===== src/rtl/uart_rx_frame.sv =====
// UART receive deserializer: synchronizes the RX line, samples each bit at its
// centre and commits {stop, parity, data[7:0]} with parity/framing error flags.
module uart_rx_frame #(
  parameter int unsigned BAUD_DIV   = 868,
  parameter int unsigned PARITY_ODD = 0
) (
  input  logic       CLK,
  input  logic       RST_N,
  input  logic       RX,
  output logic [9:0] RX_DATA_T,
  output logic       DATA_VALID,
  output logic       PAR_ERR,
  output logic       FRT_ERR,
  output logic       BUSY
);

  localparam int unsigned    CW        = $clog2(BAUD_DIV);
  localparam logic [CW-1:0] FULL_LAST = CW'(BAUD_DIV - 1);
  localparam logic [CW-1:0] HALF_LAST = CW'(BAUD_DIV / 2 - 1);
  localparam logic          ODD       = (PARITY_ODD != 0);

  typedef enum logic [2:0] {
    S_IDLE,
    S_START,
    S_DATA,
    S_PARITY,
    S_STOP
  } state_e;

  state_e          state_q, state_d;
  logic [CW-1:0]   baud_cnt_q, baud_cnt_d;
  logic [2:0]      bit_idx_q, bit_idx_d;
  logic [7:0]      data_q, data_d;
  logic            parity_q, parity_d;

  logic            rx_meta_q, rx_s_q, rx_prev_q;
  logic            start_edge;
  logic            tick;
  logic            commit;

  logic [9:0]      rx_data_q;
  logic            valid_q, par_err_q, frt_err_q;

  // NOTE: the synchronizer and previous-sample flops reset to the idle level
  // (1) so that leaving reset can never look like a start edge.
  always_ff @(posedge CLK or negedge RST_N) begin
    if (!RST_N) begin
      rx_meta_q <= 1'b1;
      rx_s_q    <= 1'b1;
      rx_prev_q <= 1'b1;
    end else begin
      rx_meta_q <= RX;
      rx_s_q    <= rx_meta_q;
      rx_prev_q <= rx_s_q;
    end
  end

  // A held-low line (break, or after a framing error) gives no edge, so IDLE
  // cannot retrigger until the line has been seen high again.
  assign start_edge = rx_prev_q & ~rx_s_q;

  // START samples at half a bit; every later bit one full bit after that,
  // which lands each sample at the bit centre.
  assign tick = (state_q == S_START) ? (baud_cnt_q == HALF_LAST)
                                     : (baud_cnt_q == FULL_LAST);

  // NOTE: every variable written here gets a default first so no latch can be
  // inferred on paths where a state leaves it untouched.
  always_comb begin
    state_d   = state_q;
    bit_idx_d = bit_idx_q;
    data_d    = data_q;
    parity_d  = parity_q;
    commit    = 1'b0;

    unique case (state_q)
      S_IDLE: begin
        if (start_edge) state_d = S_START;
      end
      S_START: begin
        if (tick) begin
          if (rx_s_q) begin
            state_d = S_IDLE;
          end else begin
            state_d   = S_DATA;
            bit_idx_d = 3'd0;
          end
        end
      end
      S_DATA: begin
        if (tick) begin
          data_d[bit_idx_q] = rx_s_q;
          if (bit_idx_q == 3'd7) state_d = S_PARITY;
          else                   bit_idx_d = bit_idx_q + 3'd1;
        end
      end
      S_PARITY: begin
        if (tick) begin
          parity_d = rx_s_q;
          state_d  = S_STOP;
        end
      end
      S_STOP: begin
        if (tick) begin
          commit  = 1'b1;
          state_d = S_IDLE;
        end
      end
      default: state_d = S_IDLE;
    endcase

    // Each tick ends a state (or a DATA bit), so clearing on tick is the
    // same as clearing on every state entry.
    if (state_q == S_IDLE || tick) baud_cnt_d = '0;
    else                           baud_cnt_d = baud_cnt_q + 1'b1;
  end

  // NOTE: sequential state uses non-blocking assignments only, so all flops
  // update together from pre-edge values.
  always_ff @(posedge CLK or negedge RST_N) begin
    if (!RST_N) begin
      state_q    <= S_IDLE;
      baud_cnt_q <= '0;
      bit_idx_q  <= 3'd0;
      data_q     <= 8'h00;
      parity_q   <= 1'b0;
    end else begin
      state_q    <= state_d;
      baud_cnt_q <= baud_cnt_d;
      bit_idx_q  <= bit_idx_d;
      data_q     <= data_d;
      parity_q   <= parity_d;
    end
  end

  // Commit registers: hold the last frame and its flags until the next commit.
  always_ff @(posedge CLK or negedge RST_N) begin
    if (!RST_N) begin
      rx_data_q <= 10'h000;
      par_err_q <= 1'b0;
      frt_err_q <= 1'b0;
      valid_q   <= 1'b0;
    end else begin
      valid_q <= commit;
      if (commit) begin
        rx_data_q <= {rx_s_q, parity_q, data_q};
        par_err_q <= ((^data_q) ^ parity_q) != ODD;
        frt_err_q <= ~rx_s_q;
      end
    end
  end

  assign RX_DATA_T  = rx_data_q;
  assign DATA_VALID = valid_q;
  assign PAR_ERR    = par_err_q;
  assign FRT_ERR    = frt_err_q;
  assign BUSY       = (state_q != S_IDLE);

endmodule


===== config.mk =====
export PLATFORM = sky130hd
export DESIGN_NAME = uart_rx_frame
export DESIGN_NICKNAME = d
export VERILOG_FILES = /design/src/rtl/uart_rx_frame.sv
export SDC_FILE = /design/constraint.sdc
export NUM_CORES = 1
export LEC_CHECK = 0
export ABC_AREA = 1
export ABC_CLOCK_PERIOD_IN_PS = 4400
export BUFFER_PORTS_ARGS = -buffer_cell sky130_fd_sc_hd__buf_4
export CAP_MARGIN = 5
export CORE_AREA = 2 2 62 64
export DETAILED_ROUTE_END_ITERATION = 12
export DIE_AREA = 0 0 64 66
export PLACE_DENSITY = 0.87
export SYNTH_ARGS = -nofsm -noshare
export SYNTH_HDL_FRONTEND = slang
export SYNTH_SLANG_ARGS = --single-unit

===== constraint.sdc =====
create_clock -name CLK -period 4.4 [get_ports CLK]
set_input_delay 0.88 -clock CLK [delete_from_list [all_inputs] [get_ports CLK]]
set_output_delay 0.88 -clock CLK [all_outputs]
set_load 0.01 [all_outputs]

==> metrics <==
TritonCTS Buffers 5; worst skew pair latency 0.35 ns; post-CTS sizing 0; DR vias/cell 5.16; CTS root buf clkbuf_4; Area Growth Syn to Fin 10.5%; pin count of the biggest net entering global routing 42; adder-cell share of the synthesized area 1.71%; TritonRoute pass-1 iters 4; complex-gate fraction of the synthesized area 7.08%; Detail Route Antenna Nets 0; total of warnings raised by yosys 0; fin crit period 2.32 ns; simple-gate share of the synthesized area 33.6%; Seq cells post-synth 41; CP arrival 1.44 ns; Post-CTS Setup Inserts 0; outcome finished clean; gpl congestion 0.902; setup TNS 0 ns; H-tree levels 2; PortBufs 16; Clock Sinks 41; initial antenna violation count 0; final net count 292; CP Capture Type output pin; CP Class flop to output pin; syn nets 271; Hold Fails Final Rpt 0; post-synthesis mux area share 0%; ranking of synthesized cells by area dfrtp_1 43%, nand2_1 12%, inv_1 6.9%; asr flop ratio synth 100%; Vias 1722; required time worst endpoint 3.52 ns; synth cell count leaders 72 x nand2_1, 40 x inv_1, 38 x dfrtp_1; clock tree buffer depth 2; Max Transition Viols Final 0; Syn Area/Cell 8.27 um^2; post-synth top area share 43.4%; Worst-Margin Slew 0.584 ns; number of max-cap violations 0; DPL Wire Length 2.85 mm; Reg clk slew, reported paths 0.11 ns; largest family of logic cells by synthesized area simple AND/OR/NAND/NOR gates; Fin Hold WS 0.364 ns; crit path launch type flop; Initial Util 61.7%; Worst Path Max Fanout 5; share of layout cells above drive strength 1 19.6%; xor-xnor portion of the synthesized cell area 1.20%; vias in the first global route 1593; final setup violation count 0; overall routed net length 3.81 mm; Max-slew headroom 60.8%; global-route usage over all layers 20.9%; post-synth cell types 32; Core Region 3550 um^2; crit-path max cell delay 0.47 ns; TritonCTS clock tree built; cell area after synthesis 2190 um^2; # rows 22; Peak supply drop 0.335 mV; Synth Flop Type dfrtp_1; slowest CP cell dfrtp_1; initial DRC count 93; Clock Skew 0.00898 ns; RSZ-0062 raised after global routing no; min-delay worst type flop to flop; Horiz. Die Dim 64 um; Power Density 397 nW/um^2; Mapped Cells 265; top-count cell post-synth nand2_1; CP cell instances nor2_1, inv_1, nor2_1, inv_1, buf_4; cell taking the most area after synthesis dfrtp_1; grt ovf 0; Routed wire per std cell 11.4 um; Max Clk Rate 431 MHz; number of synthesized flops with an enable pin 0; filler instances 294; # hold bufs at CTS 0; sequential share of the synthesized area 47.0%; ANT cells 0; Die Y 66 um; final core utilization 68.1%; global-route wire length before repair 6.86 mm; fin crit share 52.8%; Lkg Pwr 1.28 nW; Residual DRC 0; io pins 17; Die Footprint 4220 um^2
## path summary, 6_finish.rpt
check	cells after the start	endpoint	slack (ns)	start
worst max-delay path	5	BUSY	2.08	state_q[2]
worst min-delay path	0	rx_s_q	0.36	rx_meta_q
worst max register to register	7	bit_idx_q[1]	2.71	bit_idx_q[0]
worst min register to register	0	rx_s_q	0.36	rx_meta_q
max in group asynchronous	1	rx_prev_q	3.53	RST_N
min in group asynchronous	1	FRT_ERR	0.49	RST_N
## kinds of logic after synthesis
| group | after synthesis |
|---|---|
| AOI/OAI and AO/OA | 23 |
| xor gates and xnor gates | 3 |
| adders and majority gates | 3 |
| buffers and inverters | 49 |
| DFF | 41 |
| and+or+nand+nor | 146 |
## cells in the final DEF, fill, tap and decap left out
cell,netlist,layout
nand4_1,18,18
clkinv_1,2,2
or2_2,3,3
clkbuf_4,0,5
nand3b_1,2,2
clkinv_2,0,1
inv_1,40,40
bufinv_16,0,1
inv_2,4,4
nor3_4,1,1
ha_1,3,3
o21ai_1,2,2
xnor2_1,2,2
dfrtp_1,38,38
nand3_1,10,10
o21ai_2,9,9
nand2_4,2,2
nor2_4,3,3
o21ai_0,4,4
a31oi_1,1,1
nand2_1,72,72
nor4_1,1,1
a21oi_1,5,5
nand3_4,2,2
nor2_8,1,1
inv_6,1,1
nor2_1,20,20
nand2_2,4,4
buf_4,0,16
nor3_1,6,6
and3_1,1,1
xor2_1,1,1
o31ai_1,2,2
dfstp_2,3,3
## routing by layer
metal | GRT usage (%) | share of wire, % | vias to the layer above
met2 | 35.4 | 48 | 40
met4 | 4.89 | 1.1 | 0
met5 | 0 | 0 | -
li1 | - | - | 885
met3 | 6.13 | 4.9 | 4
met1 | 26.3 | 46 | 793
## critical path: cells and delay by family, from the launching register on
family	cells	cell delay, ns
flops	1	0.47
buf+inv	3	0.30
simple gates	2	0.33
## flip-flops by register name, summed over array words and instances (netlist names)
signal	cells
PAR_ERR	1
rx_prev_q	1
data_q	8
state_q	3
FRT_ERR	1
bit_idx_q	3
rx_s_q	1
RX_DATA_T	10
rx_meta_q	1
DATA_VALID	1
parity_q	1
baud_cnt_q	10
## stage by stage
step	worst slack (ns)	power [W]	cell area (um^2)	std cells
global placement	2.53	0.000724	2350	327
finish	2.08	0.000961	2420	334
CTS	2.04	0.000971	2420	334
global route	1.92	0.00103	2420	334
detailed placement	2.46	0.000736	2350	327
floorplan	2.67	0.000668	2190	265
## power by group
group	total, W	switching (W)	leakage [nW]	internal, W
Clock	0.000234	0.000118	0.0410	0.000116
Combinational	0.000281	0.000194	0.688	0.0000870
Sequential	0.000446	0.0000383	0.555	0.000408
Total	0.000961	0.000350	1.28	0.000610
## area by class of cell
class / count / area (um^2) / share of cell area, %
tap: 48 / 60.1 / 2.48
sequential: 41 / 1030 / 42.6
multi-input combinational: 175 / 956 / 39.5
inverter: 47 / 181 / 7.50
clock buffer: 5 / 37.5 / 1.55
timing repair buffer: 16 / 120 / 4.96
clock inverter: 2 / 35.0 / 1.45
(Power assumes the default switching activity.)
